### src/rtl/lmmi_cfg_bridge_pkg.sv
// Shared types and constants for the LMMI configuration bridge.
// Imported by the bridge, its port interface and its bench.
package lmmi_cfg_bridge_pkg;

  localparam int CH_IDX_W = 4;

  typedef enum logic [1:0] {
    IDLE    = 2'd0,
    REQ     = 2'd1,
    WAIT_RD = 2'd2,
    RESP    = 2'd3
  } state_e;

  localparam logic [1:0] ST_OK      = 2'b00;
  localparam logic [1:0] ST_BAD_CH  = 2'b01;
  localparam logic [1:0] ST_TIMEOUT = 2'b10;

endpackage

### src/rtl/lmmi_cfg_bridge_if.sv
// Command/response port plus the LMMI fan-out of the bridge.
// slave = bridge view, master = sequencer/slave-model view.
interface lmmi_cfg_bridge_if
  import lmmi_cfg_bridge_pkg::*;
#(
  parameter int NUM_CH   = 4,
  parameter int DATA_W   = 8,
  parameter int OFFSET_W = 5
) ();

  logic                       cmd_valid_i;
  logic                       cmd_ready_o;
  logic [CH_IDX_W-1:0]        cmd_ch_i;
  logic                       cmd_wr_i;
  logic [OFFSET_W-1:0]        cmd_offset_i;
  logic [DATA_W-1:0]          cmd_wdata_i;

  logic                       rsp_valid_o;
  logic                       rsp_ready_i;
  logic [DATA_W-1:0]          rsp_data_o;
  logic [1:0]                 rsp_status_o;
  logic [7:0]                 err_cnt_o;

  logic [NUM_CH-1:0]          lmmi_request_o;
  logic                       lmmi_wr_rdn_o;
  logic [OFFSET_W-1:0]        lmmi_offset_o;
  logic [DATA_W-1:0]          lmmi_wdata_o;
  logic [NUM_CH-1:0]          lmmi_ready_i;
  logic [NUM_CH*DATA_W-1:0]   lmmi_rdata_i;
  logic [NUM_CH-1:0]          lmmi_rdata_valid_i;

  modport slave (
    input  cmd_valid_i, cmd_ch_i, cmd_wr_i, cmd_offset_i, cmd_wdata_i, rsp_ready_i,
    input  lmmi_ready_i, lmmi_rdata_i, lmmi_rdata_valid_i,
    output cmd_ready_o, rsp_valid_o, rsp_data_o, rsp_status_o, err_cnt_o,
    output lmmi_request_o, lmmi_wr_rdn_o, lmmi_offset_o, lmmi_wdata_o
  );

  modport master (
    output cmd_valid_i, cmd_ch_i, cmd_wr_i, cmd_offset_i, cmd_wdata_i, rsp_ready_i,
    output lmmi_ready_i, lmmi_rdata_i, lmmi_rdata_valid_i,
    input  cmd_ready_o, rsp_valid_o, rsp_data_o, rsp_status_o, err_cnt_o,
    input  lmmi_request_o, lmmi_wr_rdn_o, lmmi_offset_o, lmmi_wdata_o
  );

endinterface

### src/rtl/lmmi_cfg_bridge.sv
// One-at-a-time bridge from a valid/ready command port to NUM_CH LMMI slaves; LMMI_TIMEOUT_EN adds an abort timer.
// Request 1 cycle after accept, response 1 cycle after LMMI completion; response held until rsp_ready_i.
module lmmi_cfg_bridge
  import lmmi_cfg_bridge_pkg::*;
#(
  parameter int NUM_CH         = 4,
  parameter int DATA_W         = 8,
  parameter int OFFSET_W       = 5,
  parameter int TIMEOUT_CYCLES = 1024
) (
  input logic              sync_clk_i,
  input logic              sync_rst_i,
  lmmi_cfg_bridge_if.slave bus
);

  state_e                state_q, state_d;
  logic [CH_IDX_W-1:0]   ch_q, ch_d;
  logic                  wr_q, wr_d;
  logic [OFFSET_W-1:0]   offset_q, offset_d;
  logic [DATA_W-1:0]     wdata_q, wdata_d;

  logic [NUM_CH-1:0]     request_q, request_d;
  logic                  wr_rdn_q, wr_rdn_d;
  logic [OFFSET_W-1:0]   lmmi_offset_q, lmmi_offset_d;
  logic [DATA_W-1:0]     lmmi_wdata_q, lmmi_wdata_d;

  logic                  rsp_valid_q, rsp_valid_d;
  logic [DATA_W-1:0]     rsp_data_q, rsp_data_d;
  logic [1:0]            rsp_status_q, rsp_status_d;
  logic [7:0]            err_cnt_q, err_cnt_d;

  logic                  sel_ready;
  logic                  sel_rvalid;
  logic [DATA_W-1:0]     sel_rdata;
  logic                  tmo_hit;

`ifdef LMMI_TIMEOUT_EN
  localparam int              TMO_W    = $clog2(TIMEOUT_CYCLES + 1);
  localparam logic [TMO_W-1:0] TMO_LAST = TMO_W'(TIMEOUT_CYCLES - 1);
  logic [TMO_W-1:0]           tmo_cnt_q, tmo_cnt_d;

  assign tmo_hit = (tmo_cnt_q >= TMO_LAST);
`else
  localparam int unused_timeout_cycles = TIMEOUT_CYCLES;
  assign tmo_hit = 1'b0;
`endif

  // Only the latched channel's ready/rdata_valid/rdata are ever looked at.
  always_comb begin
    sel_ready  = 1'b0;
    sel_rvalid = 1'b0;
    sel_rdata  = '0;
    for (int k = 0; k < NUM_CH; k++) begin
      if (ch_q == CH_IDX_W'(k)) begin
        sel_ready  = bus.lmmi_ready_i[k];
        sel_rvalid = bus.lmmi_rdata_valid_i[k];
        sel_rdata  = bus.lmmi_rdata_i[k*DATA_W +: DATA_W];
      end
    end
  end

  always_comb begin
    state_d       = state_q;
    ch_d          = ch_q;
    wr_d          = wr_q;
    offset_d      = offset_q;
    wdata_d       = wdata_q;
    rsp_valid_d   = rsp_valid_q;
    rsp_data_d    = rsp_data_q;
    rsp_status_d  = rsp_status_q;
    err_cnt_d     = err_cnt_q;
    request_d     = '0;
    wr_rdn_d      = 1'b0;
    lmmi_offset_d = '0;
    lmmi_wdata_d  = '0;

    case (state_q)
      IDLE: begin
        if (bus.cmd_valid_i) begin
          ch_d     = bus.cmd_ch_i;
          wr_d     = bus.cmd_wr_i;
          offset_d = bus.cmd_offset_i;
          wdata_d  = bus.cmd_wdata_i;
          if (int'(bus.cmd_ch_i) >= NUM_CH) begin
            state_d      = RESP;
            rsp_valid_d  = 1'b1;
            rsp_data_d   = '0;
            rsp_status_d = ST_BAD_CH;
          end else begin
            state_d = REQ;
          end
        end
      end
      REQ: begin
        // Completion is checked before the timer so a same-cycle finish reports OK.
        if (sel_ready) begin
          if (wr_q) begin
            state_d      = RESP;
            rsp_valid_d  = 1'b1;
            rsp_data_d   = '0;
            rsp_status_d = ST_OK;
          end else if (sel_rvalid) begin
            state_d      = RESP;
            rsp_valid_d  = 1'b1;
            rsp_data_d   = sel_rdata;
            rsp_status_d = ST_OK;
          end else begin
            state_d = WAIT_RD;
          end
        end else if (tmo_hit) begin
          state_d      = RESP;
          rsp_valid_d  = 1'b1;
          rsp_data_d   = '0;
          rsp_status_d = ST_TIMEOUT;
        end
      end
      WAIT_RD: begin
        if (sel_rvalid) begin
          state_d      = RESP;
          rsp_valid_d  = 1'b1;
          rsp_data_d   = sel_rdata;
          rsp_status_d = ST_OK;
        end else if (tmo_hit) begin
          state_d      = RESP;
          rsp_valid_d  = 1'b1;
          rsp_data_d   = '0;
          rsp_status_d = ST_TIMEOUT;
        end
      end
      RESP: begin
        if (bus.rsp_ready_i) begin
          state_d      = IDLE;
          rsp_valid_d  = 1'b0;
          rsp_data_d   = '0;
          rsp_status_d = ST_OK;
        end
      end
      default: state_d = IDLE;
    endcase

    // LMMI outputs are registered off the next state so they line up with REQ.
    if (state_d == REQ) begin
      for (int k = 0; k < NUM_CH; k++) begin
        if (ch_d == CH_IDX_W'(k)) request_d[k] = 1'b1;
      end
      wr_rdn_d      = wr_d;
      lmmi_offset_d = offset_d;
      lmmi_wdata_d  = wdata_d;
    end

    if ((state_d == RESP) && (state_q != RESP) && (rsp_status_d != ST_OK) &&
        (err_cnt_q != 8'hFF)) begin
      err_cnt_d = err_cnt_q + 8'd1;
    end
  end

`ifdef LMMI_TIMEOUT_EN
  always_comb begin
    tmo_cnt_d = tmo_cnt_q;
    if (state_q == IDLE) begin
      tmo_cnt_d = '0;
    end else if ((state_q == REQ) || (state_q == WAIT_RD)) begin
      tmo_cnt_d = tmo_cnt_q + TMO_W'(1);
    end
  end
`endif

  always_ff @(posedge sync_clk_i) begin
    if (sync_rst_i) begin
      state_q       <= IDLE;
      ch_q          <= '0;
      wr_q          <= 1'b0;
      offset_q      <= '0;
      wdata_q       <= '0;
      request_q     <= '0;
      wr_rdn_q      <= 1'b0;
      lmmi_offset_q <= '0;
      lmmi_wdata_q  <= '0;
      rsp_valid_q   <= 1'b0;
      rsp_data_q    <= '0;
      rsp_status_q  <= ST_OK;
      err_cnt_q     <= '0;
`ifdef LMMI_TIMEOUT_EN
      tmo_cnt_q     <= '0;
`endif
    end else begin
      state_q       <= state_d;
      ch_q          <= ch_d;
      wr_q          <= wr_d;
      offset_q      <= offset_d;
      wdata_q       <= wdata_d;
      request_q     <= request_d;
      wr_rdn_q      <= wr_rdn_d;
      lmmi_offset_q <= lmmi_offset_d;
      lmmi_wdata_q  <= lmmi_wdata_d;
      rsp_valid_q   <= rsp_valid_d;
      rsp_data_q    <= rsp_data_d;
      rsp_status_q  <= rsp_status_d;
      err_cnt_q     <= err_cnt_d;
`ifdef LMMI_TIMEOUT_EN
      tmo_cnt_q     <= tmo_cnt_d;
`endif
    end
  end

  assign bus.cmd_ready_o    = (state_q == IDLE) && !sync_rst_i;
  assign bus.rsp_valid_o    = rsp_valid_q;
  assign bus.rsp_data_o     = rsp_data_q;
  assign bus.rsp_status_o   = rsp_status_q;
  assign bus.err_cnt_o      = err_cnt_q;
  assign bus.lmmi_request_o = request_q;
  assign bus.lmmi_wr_rdn_o  = wr_rdn_q;
  assign bus.lmmi_offset_o  = lmmi_offset_q;
  assign bus.lmmi_wdata_o   = lmmi_wdata_q;

endmodule

### src/flat_wrapper.sv
// flat-port wrapper written by rule: the top's interface ports become plain ports
module lmmi_cfg_bridge_flat import lmmi_cfg_bridge_pkg::*;
#(
  parameter int NUM_CH         = 4,
  parameter int DATA_W         = 8,
  parameter int OFFSET_W       = 5,
  parameter int TIMEOUT_CYCLES = 1024
)
  (sync_clk_i, sync_rst_i, bus_cmd_valid_i, bus_cmd_ch_i, bus_cmd_wr_i, bus_cmd_offset_i, bus_cmd_wdata_i, bus_rsp_ready_i, bus_lmmi_ready_i, bus_lmmi_rdata_i, bus_lmmi_rdata_valid_i, bus_cmd_ready_o, bus_rsp_valid_o, bus_rsp_data_o, bus_rsp_status_o, bus_err_cnt_o, bus_lmmi_request_o, bus_lmmi_wr_rdn_o, bus_lmmi_offset_o, bus_lmmi_wdata_o);
  lmmi_cfg_bridge_if #(.NUM_CH(NUM_CH), .DATA_W(DATA_W), .OFFSET_W(OFFSET_W)) bus_i ();
  input logic sync_clk_i;
  input logic sync_rst_i;
  input wire logic [$bits(bus_i.cmd_valid_i)-1:0] bus_cmd_valid_i;
  input wire logic [$bits(bus_i.cmd_ch_i)-1:0] bus_cmd_ch_i;
  input wire logic [$bits(bus_i.cmd_wr_i)-1:0] bus_cmd_wr_i;
  input wire logic [$bits(bus_i.cmd_offset_i)-1:0] bus_cmd_offset_i;
  input wire logic [$bits(bus_i.cmd_wdata_i)-1:0] bus_cmd_wdata_i;
  input wire logic [$bits(bus_i.rsp_ready_i)-1:0] bus_rsp_ready_i;
  input wire logic [$bits(bus_i.lmmi_ready_i)-1:0] bus_lmmi_ready_i;
  input wire logic [$bits(bus_i.lmmi_rdata_i)-1:0] bus_lmmi_rdata_i;
  input wire logic [$bits(bus_i.lmmi_rdata_valid_i)-1:0] bus_lmmi_rdata_valid_i;
  output wire logic [$bits(bus_i.cmd_ready_o)-1:0] bus_cmd_ready_o;
  output wire logic [$bits(bus_i.rsp_valid_o)-1:0] bus_rsp_valid_o;
  output wire logic [$bits(bus_i.rsp_data_o)-1:0] bus_rsp_data_o;
  output wire logic [$bits(bus_i.rsp_status_o)-1:0] bus_rsp_status_o;
  output wire logic [$bits(bus_i.err_cnt_o)-1:0] bus_err_cnt_o;
  output wire logic [$bits(bus_i.lmmi_request_o)-1:0] bus_lmmi_request_o;
  output wire logic [$bits(bus_i.lmmi_wr_rdn_o)-1:0] bus_lmmi_wr_rdn_o;
  output wire logic [$bits(bus_i.lmmi_offset_o)-1:0] bus_lmmi_offset_o;
  output wire logic [$bits(bus_i.lmmi_wdata_o)-1:0] bus_lmmi_wdata_o;
  assign bus_i.cmd_valid_i = bus_cmd_valid_i;
  assign bus_i.cmd_ch_i = bus_cmd_ch_i;
  assign bus_i.cmd_wr_i = bus_cmd_wr_i;
  assign bus_i.cmd_offset_i = bus_cmd_offset_i;
  assign bus_i.cmd_wdata_i = bus_cmd_wdata_i;
  assign bus_i.rsp_ready_i = bus_rsp_ready_i;
  assign bus_i.lmmi_ready_i = bus_lmmi_ready_i;
  assign bus_i.lmmi_rdata_i = bus_lmmi_rdata_i;
  assign bus_i.lmmi_rdata_valid_i = bus_lmmi_rdata_valid_i;
  assign bus_cmd_ready_o = bus_i.cmd_ready_o;
  assign bus_rsp_valid_o = bus_i.rsp_valid_o;
  assign bus_rsp_data_o = bus_i.rsp_data_o;
  assign bus_rsp_status_o = bus_i.rsp_status_o;
  assign bus_err_cnt_o = bus_i.err_cnt_o;
  assign bus_lmmi_request_o = bus_i.lmmi_request_o;
  assign bus_lmmi_wr_rdn_o = bus_i.lmmi_wr_rdn_o;
  assign bus_lmmi_offset_o = bus_i.lmmi_offset_o;
  assign bus_lmmi_wdata_o = bus_i.lmmi_wdata_o;
  lmmi_cfg_bridge #(.NUM_CH(NUM_CH), .DATA_W(DATA_W), .OFFSET_W(OFFSET_W), .TIMEOUT_CYCLES(TIMEOUT_CYCLES)) u_core (.sync_clk_i(sync_clk_i), .sync_rst_i(sync_rst_i), .bus(bus_i));
endmodule
### config.mk
export PLATFORM = sky130hd
export DESIGN_NAME = lmmi_cfg_bridge_flat
export DESIGN_NICKNAME = d
export VERILOG_FILES = /design/src/rtl/lmmi_cfg_bridge_pkg.sv /design/src/rtl/lmmi_cfg_bridge_if.sv /design/src/rtl/lmmi_cfg_bridge.sv /design/src/flat_wrapper.sv
export SDC_FILE = /design/constraint.sdc
export NUM_CORES = 1
export LEC_CHECK = 0
export ABC_AREA = 1
export BUFFER_PORTS_ARGS = -buffer_cell sky130_fd_sc_hd__buf_4
export CAP_MARGIN = 5
export CORE_AREA = 2 2 75 77
export CTS_CLUSTER_DIAMETER = 50
export DETAILED_ROUTE_END_ITERATION = 16
export DIE_AREA = 0 0 77 79
export PLACE_DENSITY = 0.84
export SLEW_MARGIN = 25
export SYNTH_ARGS = -nofsm -noshare
export SYNTH_HDL_FRONTEND = slang
export SYNTH_SLANG_ARGS = --single-unit
export TNS_END_PERCENT = 1
### constraint.sdc
create_clock -name sync_clk_i -period 5.69 [get_ports sync_clk_i]
set_clock_uncertainty 0.05 [all_clocks]
set_input_delay 1.138 -clock sync_clk_i [delete_from_list [all_inputs] [get_ports sync_clk_i]]
set_output_delay 1.138 -clock sync_clk_i [all_outputs]
set_load 0.005 [all_outputs]
==> impl_summary.txt, run 1 <==
----------------------------------------------------
[Status]
  Result of the run ... finished clean

[Die]
  Chip Height ... 79 um
  Die boundary width ... roughly 77 um
  Total die area ... 6080 um^2
  I/O pins ... 100
  Core area ... 5340 um^2
  Count of standard-cell rows ... 27
  Starting Density ... 0.513

[Detailed routing]
  First-pass iteration count of the detailed router ... 4
  Count of vias placed by the detailed router ... 2601
  Wire length per cell ... 13.6 um
  Detailed Route Iter0 Violations ... 133
  DRT Wirelength ... 6930 um
  Residual antenna-violating net count after detailed routing ... 0
  Via-to-Cell Ratio ... 5.10
  Count of unresolved DRC violations after routing ... 0

[Worst setup path]
  R2r startpoint ... u_core.ch_q[3]
  Endpoint type of the worst setup path ... primary output
  FF-to-FF End ... u_core.bus.lmmi_request_o[0]
  Kind of start point of the critical path ... primary input
  Required time of the critical path ... around 4500 ps
  CP Class ... in -> out
  FF-to-FF path depth ... 13
  Arrival time of the worst setup path ... 1670 ps
  Worst R2R Setup Slack ... 3110 ps
  Top fanout value on the critical path ... 31

[Logic synthesis]
  Count of flip-flops with a built-in enable after synthesis ... 0
  Dominant cell by count in the synthesized netlist ... dfxtp_1
  Proportion of synthesized chip area in sequential cells ... 0.416
  Synth Net Count ... 399
  Synthesized instance count ... roughly 330
  Number of storage elements in the synthesis netlist ... 57
  Cell types with the highest counts after synthesis ... 57 x dfxtp_1, 47 x nor2_1, 40 x nand2_1
  Syn_area_per_cell ... between 8 and 9 um^2
  Share of the synthesized area in the top cell type ... 0.416
  Dominant register cell in the synthesized netlist ... dfxtp_1
  Library cells used by synthesis ... 36
  FFs w/ async S/R, synth ... 0
  Number of warnings issued by yosys ... 0
  Combined area of all synthesized cells ... 2740 um^2
  Library cell with the largest summed area after synthesis ... dfxtp_1
  Top cells by area in the synthesized netlist ... dfxtp_1 42%, nor2_1 6.4%, nor2_4 5.8%

[Timing]
  Fraction of the cycle the final worst path needs ... 0.503
  Worst slew margin relative to its limit ... 0.357
  Final Hold Viols ... 0
  Fmax ... about 350 MHz
  Final setup TNS ... 0 ps
  Min cycle time layout ... 2860 ps
  Final setup violation count ... 0
  Pins over their slew limit ... 0
  Worst hold slack after final layout ... 402 ps
  Slew at the pin with the worst max-slew slack ... 962 ps
  RSZ-0062 raised after global routing ... no

[Global routing]
  Via count of the first global-routing pass ... about 2600
  Maximum number of pins on one net before global-route repair ... 32
  Overall overflow remaining after global route ... 0
  First-pass GRT wire length ... 11200 um
  Antenna violations before repair ... 0
  Global-route usage over all layers ... 0.234

[Pwr]
  Reported leakage power ... around 1.8 nW
  Maximum ir drop on the vdd rail ... approximately 0.00024 V
  Areal power density over the cells ... 394 nW/um^2

[Worst hold path]
  Classification of the worst-slack hold path ... reg -> reg
  Worst hold path cell count ... 2
  Endpoint, Worst Hold ... u_core.bus.rsp_data_o[6]
  Hold path startpoint ... u_core.bus.rsp_data_o[6]

[Finish]
  Number of antenna repair diodes ... 0
  Final Util ... 0.706
  Number of nets in the layout ... 501
  FILL cells ... around 440
  Signed area change from the synthesized netlist to the final layout ... 37.4%
  Share of cells above drive strength 1 ... 0.349

[Run]
  Number of maximum-capacitance violations ... 0

[Clocking]
  Cts-stage hold buffer count ... 0
  Depth of the CTS H-tree ... 3
  CTS tree ... yes
  # clock sinks ... between 50 and 60
  Buffers from clock root to sink, at most ... 2
  Clock transition time at the flip-flop clock pins of the worst setup and hold paths ... 60 ps
  Root Buffer ... clkbuf_8
  Quantity of gates resized following cts ... 0
  Number of buffers created by CTS ... 9
  Later-pin clock latency in the skew report ... 340 ps
  Number of buffers inserted to repair setup after CTS ... 0

[Place]
  Post-detailed-placement half-perimeter wirelength ... 4950 um
  Count of input and output buffers ... between 90 and 100
  Weighted congestion at the end of routability-driven global placement ... about 0.85

----------------------------------------------------
[per-stage QoR]
step | worst slack (ps) | power (mW) | instances | area, um^2
floorplan | 3020 | 0.868 | 331 | 2740
global placement | 2830 | 1.01 | 494 | 3520
detailed placement | 2800 | 1.02 | 494 | 3520
CTS | 2830 | 1.49 | 510 | 3770
global route | 2780 | 1.57 | 510 | 3770
finish | 2830 | 1.48 | 510 | 3770
[final cells by class]
class	instances	area [um^2]	share of cell area
Clock buffer	11	141	0.0375
Clock inverter	5	103	0.0272
Inverter	30	118	0.0312
Multi-Input combinational cell	235	1420	0.378
Sequential cell	57	1140	0.303
Tap cell	72	90.1	0.0239
Timing Repair Buffer	100	751	0.199
[registers in the layout (all words and copies together), names as in the netlist]
name / cells
u_core.wr_q: 1
u_core.bus.rsp_data_o: 8
u_core.offset_q: 5
u_core.bus.lmmi_request_o: 4
u_core.ch_q: 4
u_core.wdata_q: 8
u_core.state_q: 2
u_core.bus.rsp_valid_o: 1
u_core.bus.lmmi_offset_o: 5
u_core.bus.lmmi_wr_rdn_o: 1
u_core.bus.err_cnt_o: 8
u_core.bus.lmmi_wdata_o: 8
u_core.bus.rsp_status_o: 2
[placed cells by master (no fill, tap or decap)]
master and instances:
buf_4 100, dfxtp_1 57, nor2_1 47, nand2_1 40, nand3_1 28, inv_1 25, o21ai_0 19, a21oi_1 19
mux2i_1 15, nor2_4 14, nand4_1 10, clkbuf_8 10, nand2_2 6, ha_1 6, a41oi_1 5, xor2_1 5
inv_2 3, nor3_1 3, nand2_4 3, nand3_2 3, bufinv_16 3, inv_4 2, nor2_2 1, nand4_2 1
a21oi_2 1, a22o_1 1, nor4_1 1, o22ai_1 1, or2_2 1, o21ai_2 1, nor2_8 1, nand3_4 1
xnor2_1 1, and2_1 1, clkinvlp_4 1, clkinv_2 1, clkbuf_1 1
[per-layer routing]
layer,track usage,vias to the layer above,share of wire
li1,-,1310,-
met1,0.250,1178,0.39
met2,0.410,91,0.50
met3,0.0807,22,0.077
met4,0.123,0,0.035
met5,0,-,0
[kinds of logic after synthesis]
| logic type | Yosys count | share of synthesized area |
|---|---|---|
| AOI/OAI and AO/OA | 47 | 0.0973 |
| adders and majority gates | 6 | 0.0274 |
| DFF | 57 | 0.416 |
| buffers and inverters | 39 | 0.0644 |
| and+or+nand+nor | 161 | 0.321 |
| muxes | 15 | 0.0548 |
| xor gates and xnor gates | 6 | 0.0192 |
[critical path, stage by stage]
cell,delay (ps)
buf_4,300
nor2_1,90
buf_4,140
[worst max path at each step]
stage / startpoint / end / depth (start not counted)
after floorplan: sync_rst_i / bus_cmd_ready_o / 2
after global placement: sync_rst_i / bus_cmd_ready_o / 3
after detailed placement: bus_cmd_valid_i / u_core.bus.lmmi_request_o[0] / 6
after CTS: sync_rst_i / bus_cmd_ready_o / 3
after global routing: sync_rst_i / bus_cmd_ready_o / 3
final: sync_rst_i / bus_cmd_ready_o / 3
[power breakdown]
part           internal (mW)  total, mW  leakage (nW)  switching, mW
Sequential             0.457      0.492         0.465         0.0349
Combinational          0.207      0.527          1.18          0.320
Clock                  0.302      0.464         0.120          0.162
Total                  0.966       1.48          1.77          0.517
(Power assumes the default switching activity.)
==> run 2: changes to the inputs <==
Settings changed: CORE_AREA 2 2 75 77 to 2 2 78 80, DIE_AREA 0 0 77 79 to 0 0 80 82, PLACE_DENSITY 0.84 to 0.78.
Clock period 5.69 ns to 2.74 ns, I/O delays scaled along.
==> run 2 against run 1 <==
  * Via count is 0.77% lower
  * Non-clock buffer count is 3 higher
  * Core utilization is 4.2 points lower
  * Global-route usage is 2.7 points lower
  * First-iteration DRC count is 11% higher
  * Critical endpoint is now u_core.bus.lmmi_request_o[0]
  * Largest cell class unchanged
==> impl_summary.txt, run 2 (synthesis results as in run 1) <==
----------------------------------------------------
[Status]
  Result of the run ... finished clean

[Global routing]
  Antenna violations before repair ... 0 (unchanged)
  Maximum number of pins on one net before global-route repair ... 32 (unchanged)
  Overall overflow remaining after global route ... 0 (unchanged)
  Global-route usage over all layers ... 0.207 (-0.0274)
  Via count of the first global-routing pass ... 2400 (-6.2%)
  First-pass GRT wire length ... 10500 um (-5.9%)

[Worst setup path]
  Required time of the critical path ... 2940 ps (-1560 ps)
  Buffers and inverters on the worst path ... 3 (+1)
  Endpoint type of the worst setup path ... flop
  Cell mode on critical path ... nand2_2
  Peak per-stage delay on the critical path ... 450 ps (+150 ps)
  Top fanout value on the critical path ... 16 (-48%)
  CP Class ... reg -> reg
  Slowest stage cell, crit path ... dfxtp_1
  Top delay family on crit path ... simple AND/OR/NAND/NOR gates
  Arrival time of the worst setup path ... 2320 ps (+650 ps)
  CP Cell Sequence ... inv_2 > nor2_4 > nand3_1 > nand2_2 > nor2_4 > nand2_2 > nand3_2 > nand3_2 > nand2_2 > inv_4 > nand2_4 > inv_4 > nand2_4 > nor3_1
  Kind of start point of the critical path ... flop
  Worst R2R Setup Slack ... 630 ps (-2480 ps)

[Finish]
  Number of antenna repair diodes ... 0 (unchanged)
  Final Util ... 0.663 (-0.0423)
  Most common cell after layout, fill and taps aside ... buf_4
  Highest-count cells in the layout ignoring fill and taps ... 103 x buf_4, 57 x dfxtp_1, 47 x nor2_1, 40 x nand2_1, 28 x nand3_1
  FILL cells ... 505 (+14%)
  Share of cells above drive strength 1 ... 0.356 (+0.00669)
  Signed area change from the synthesized netlist to the final layout ... 39.1%
  Number of nets in the layout ... 504 (+0.60%)

[Clocking]
  Number of buffers created by CTS ... 9 (unchanged)
  Depth of the CTS H-tree ... 3 (unchanged)
  Clock transition time at the flip-flop clock pins of the worst setup and hold paths ... 60 ps (about the same)
  Number of buffers inserted to repair setup after CTS ... 0 (unchanged)
  # clock sinks ... 57 (unchanged)
  Cts-stage hold buffer count ... 0 (unchanged)
  Buffers from clock root to sink, at most ... 2 (unchanged)
  Root Buffer ... clkbuf_8
  CTS tree ... yes
  Quantity of gates resized following cts ... 0 (unchanged)
  Later-pin clock latency in the skew report ... 330 ps (about the same)

[Place]
  Weighted congestion at the end of routability-driven global placement ... 0.858 (+0.63%)
  Post-detailed-placement half-perimeter wirelength ... 4820 um (-2.5%)
  Count of input and output buffers ... 99 (unchanged)

[Pwr]
  Areal power density over the cells ... 818 nW/um^2 (+110%)
  Maximum ir drop on the vdd rail ... 0.000397 V (+67%)
  Pwr Total ... 3.12 mW (+110%)
  Reported leakage power ... 1.79 nW (+1.3%)

[Timing]
  Pins over their slew limit ... 0 (unchanged)
  Final setup violation count ... 0 (unchanged)
  Final setup TNS ... 0 ps (unchanged)
  Fmax ... roughly 470 MHz
  Slew at the pin with the worst max-slew slack ... 495 ps (-467 ps)
  Min cycle time layout ... 2110 ps
  Worst hold slack after final layout ... 394 ps (-8.45 ps)
  Worst slew margin relative to its limit ... 0.669 (+0.312)
  Final Hold Viols ... 0 (unchanged)
  RSZ-0062 raised after global routing ... no
  Fraction of the cycle the final worst path needs ... 0.772

[Die]
  Chip Height ... 82 um (+3.8%)
  Core area ... 5750 um^2 (+7.6%)
  Die boundary width ... 80 um (+3.9%)
  Starting Density ... 0.477 (-0.0364)
  Total die area ... 6560 um^2 (+7.8%)
  I/O pins ... 100 (unchanged)
  Count of standard-cell rows ... 28 (+3.7%)

[Worst hold path]
  Classification of the worst-slack hold path ... reg -> reg

[Detailed routing]
  Count of unresolved DRC violations after routing ... 0 (unchanged)
  Via-to-Cell Ratio ... 5.00 (-1.9%)
  Count of vias placed by the detailed router ... 2581 (-0.77%)
  Residual antenna-violating net count after detailed routing ... 0 (unchanged)
  First-pass iteration count of the detailed router ... 4 (unchanged)
  DRT Wirelength ... 6560 um (-5.3%)
  Detailed Route Iter0 Violations ... 147 (+11%)
  Wire length per cell ... 12.7 um (-6.4%)

[Run]
  Number of maximum-capacitance violations ... 0 (unchanged)

----------------------------------------------------
-- run 2: cell types whose count changed in the layout (fill, tap and decap cells not counted) --
cell	change
clkbuf_8	+2
clkbuf_1	-1
clkinv_2	-1
buf_4	+3
-- run 2: routing by layer --
layer / global-route usage / up-vias / share of wire
met5: 0 / - / 0
met3: 0.0747 / 10 / 0.086
li1: - / 1314 / -
met4: 0.0763 / 0 / 0.014
met2: 0.358 / 90 / 0.47
met1: 0.234 / 1167 / 0.43
-- run 2: final timing paths --
check	startpoint	endpoint	cells after the start
setup reg to reg	u_core.ch_q[1]	u_core.bus.lmmi_request_o[0]	14
hold / removal	u_core.bus.rsp_data_o[1]	u_core.bus.rsp_data_o[1]	2
setup / recovery	u_core.ch_q[1]	u_core.bus.lmmi_request_o[0]	14
hold reg to reg	u_core.bus.rsp_data_o[1]	u_core.bus.rsp_data_o[1]	2
-- run 2: report_power, final --
part           internal [mW]  total (mW)  switching (mW)  leakage, nW
clock                  0.679        1.01           0.332        0.129
combinational          0.435        1.09           0.656         1.20
sequential             0.948        1.02          0.0687        0.465
total                   2.06        3.12            1.06         1.79
-- run 2: final cells by class --
| cell class | instances | area, um^2 | share of cell area |
|---|---|---|---|
| multi-input cells | 235 | 1420 | 0.373 |
| flip-flops and latches | 57 | 1140 | 0.299 |
| repair buffers | 103 | 773 | 0.203 |
| clock buffers | 12 | 165 | 0.0433 |
| inverters | 30 | 118 | 0.0309 |
| clock inverters | 4 | 97.6 | 0.0256 |
| well taps | 75 | 93.8 | 0.0246 |
-- run 2: tightest hold or removal path, cell delays in order, from the launching register on --
cell and delay, ps:
dfxtp_1 310, inv_1 50, a21oi_1 50
-- run 2: through the flow --
step / setup WS [ps] / instances / instance area, um^2
floorplan: 681 / 331 / 2740
global route: 432 / 516 / 3810
global placement: 672 / 500 / 3550
detailed placement: 635 / 500 / 3550
CTS: 625 / 516 / 3810
finish: 626 / 516 / 3810
==> run 3: changes to the inputs <==
Clock period 2.74 ns to 2 ns, I/O delays scaled along.
==> run 3 against run 2 <==
  * Sequential cell count is the same
  * Routed wire length grew 5.9%
  * Largest power group unchanged
  * Critical path type unchanged
  * Clock power rose by 7%
  * Maximum frequency rose by 13%
  * Highest routed layer unchanged
  * Total power increased by 33%
  * Via count fell by 0.15%
  * Count of clock-buffer cells in the layout shrank 1
==> impl_summary.txt, run 3 (synthesis results as in run 1) <==
----------------------------------------------------
[Clocking]
  Clock transition time at the flip-flop clock pins of the worst setup and hold paths ... 70 ps (about the same)
  Number of buffers created by CTS ... 9 (unchanged)
  Root Buffer ... clkbuf_8
  Depth of the CTS H-tree ... 3 (unchanged)
  # clock sinks ... 57 (unchanged)
  Later-pin clock latency in the skew report ... 330 ps (about the same)
  Cts-stage hold buffer count ... 0 (unchanged)
  Buffers from clock root to sink, at most ... 2 (unchanged)
  CTS tree ... yes

[Detailed routing]
  Wire length per cell ... 13.2 um (+3.9%)
  Residual antenna-violating net count after detailed routing ... 0 (unchanged)
  Count of unresolved DRC violations after routing ... 0 (unchanged)
  First-pass iteration count of the detailed router ... 4 (unchanged)
  Detailed Route Iter0 Violations ... 119 (-19%)
  Count of vias placed by the detailed router ... 2577 (-0.15%)
  Via-to-Cell Ratio ... 4.90 (-2.1%)
  DRT Wirelength ... 6950 um (+5.9%)

[Global routing]
  Via count of the first global-routing pass ... 2516 (+4.8%)
  First-pass GRT wire length ... 11100 um (+5.2%)
  Maximum number of pins on one net before global-route repair ... 22 (-31%)
  Overall overflow remaining after global route ... 0 (unchanged)
  Antenna violations before repair ... 0 (unchanged)
  Global-route usage over all layers ... 0.217 (+0.0107)

[Timing]
  RSZ-0062 raised after global routing ... yes
  Slew at the pin with the worst max-slew slack ... 501 ps (+6.36 ps)
  Worst slew margin relative to its limit ... 0.665 (-0.00425)
  Fmax ... 535 MHz (+13%)
  Final Hold Viols ... 0 (unchanged)
  Pins over their slew limit ... 0 (unchanged)
  Min cycle time layout ... 1870 ps (-246 ps)
  Fraction of the cycle the final worst path needs ... 0.934 (+0.162)
  Worst hold slack after final layout ... 267 ps (-127 ps)
  Final setup violation count ... 0 (unchanged)

[Die]
  I/O pins ... 100 (unchanged)
  Core area ... 5750 um^2 (unchanged)
  Total die area ... 6560 um^2 (unchanged)
  Die boundary width ... 80 um (unchanged)
  Count of standard-cell rows ... 28 (unchanged)
  Starting Density ... 0.477 (unchanged)
  Chip Height ... 82 um (unchanged)

[Worst setup path]
  R2r startpoint ... u_core.state_q[0]
  CP Class ... reg -> reg
  Top fanout value on the critical path ... 9 (-7)
  FF-to-FF path depth ... 14 (unchanged)
  FF-to-FF End ... u_core.bus.lmmi_request_o[2]
  Arrival time of the worst setup path ... 2050 ps (-270 ps)
  Kind of start point of the critical path ... flop
  Required time of the critical path ... 2180 ps (-760 ps)
  Endpoint type of the worst setup path ... flop
  Worst R2R Setup Slack ... 130 ps (-490 ps)

[Place]
  Weighted congestion at the end of routability-driven global placement ... 0.855 (-0.42%)
  Post-detailed-placement half-perimeter wirelength ... 5100 um (+5.9%)
  Count of input and output buffers ... 99 (unchanged)

[Pwr]
  Areal power density over the cells ... 1070 nW/um^2 (+30%)
  Maximum ir drop on the vdd rail ... 0.000684 V (+72%)
  Reported leakage power ... 1.81 nW (+1.4%)
  Pwr Total ... 4.15 mW (+33%)

[Worst hold path]
  Hold path startpoint ... bus_cmd_offset_i[1]
  Endpoint, Worst Hold ... u_core.offset_q[1]
  Classification of the worst-slack hold path ... in -> reg
  Worst hold path cell count ... 3 (+1)

[Finish]
  Signed area change from the synthesized netlist to the final layout ... 41.8%
  Final Util ... 0.676 (+0.0131)
  Number of antenna repair diodes ... 0 (unchanged)
  Most common cell after layout, fill and taps aside ... buf_4
  Highest-count cells in the layout ignoring fill and taps ... 110 x buf_4, 51 x dfxtp_1, 45 x nor2_1, 39 x nand2_1, 28 x nand3_1
  Share of cells above drive strength 1 ... 0.395 (+0.0387)
  Number of nets in the layout ... 514 (+2.0%)

[Status]
  Result of the run ... finished clean

[Run]
  Number of maximum-capacitance violations ... 0 (unchanged)

----------------------------------------------------
-- run 3: routing by layer --
layer / global-route usage / up-vias / share of wire
met5: 0 / - / 0
met4: 0.102 / 0 / 0.0066
met3: 0.0626 / 4 / 0.082
met2: 0.375 / 83 / 0.48
met1: 0.248 / 1159 / 0.43
li1: - / 1331 / -
-- run 3: how the worst max path moves through the flow --
stage                      startpoint                            to  slack, ps  cells past startpoint
floorplan           u_core.state_q[0]            u_core.offset_q[4]        120                      7
CTS                 u_core.state_q[1]       u_core.bus.err_cnt_o[6]         20                     10
global placement    u_core.state_q[0]       u_core.bus.err_cnt_o[6]         60                     10
finish              u_core.state_q[0]  u_core.bus.lmmi_request_o[2]        130                     14
global route        u_core.state_q[1]  u_core.bus.lmmi_request_o[0]        -50                      7
detailed placement  u_core.state_q[0]       u_core.bus.err_cnt_o[6]         10                     10
-- run 3: layout make-up --
class | instances | area [um^2]
fillers | 502 | 1860
multi-input cells | 236 | 1460
flip-flops and latches | 57 | 1150
repair buffers | 112 | 866
clock buffers | 11 | 141
inverters | 30 | 118
well taps | 75 | 93.8
clock inverters | 5 | 55.1
-- run 3: power breakdown --
| part | internal (mW) | switching [mW] |
|---|---|---|
| Combinational | 0.710 | 0.942 |
| Sequential | 1.31 | 0.105 |
| Clock | 0.605 | 0.476 |
-- run 3: stage by stage --
stage / setup TNS, ps / setup slack, ps / instances / instance area, um^2
after floorplan: 0 / 119 / 331 / 2740
after global placement: 0 / 59.1 / 508 / 3630
after detailed placement: 0 / 10.5 / 508 / 3630
after CTS: 0 / 22.9 / 524 / 3830
after global routing: -150 / -54.7 / 526 / 3890
final: 0 / 132 / 526 / 3890
-- run 3: worst max-delay path: stages (launching register included) --
cell	delay, ps
dfxtp_4	380
ha_1	200
inv_1	120
nor2_2	60
o21ai_0	140
nand2_1	70
nor2_1	130
nand3_2	80
nand2_2	80
inv_4	70
nand2_4	60
inv_4	40
nand2_4	70
buf_12	150
nor3_1	50
-- run 3: what timing repair did --
action | CTS | global route
buffers inserted | 0 | 1
gates cloned | 0 | 1
endpoints found under the setup margin | 8 | 33
gates resized for setup | 1 | 16
pin swaps | 0 | 1
hold endpoints to repair | 0 | 0
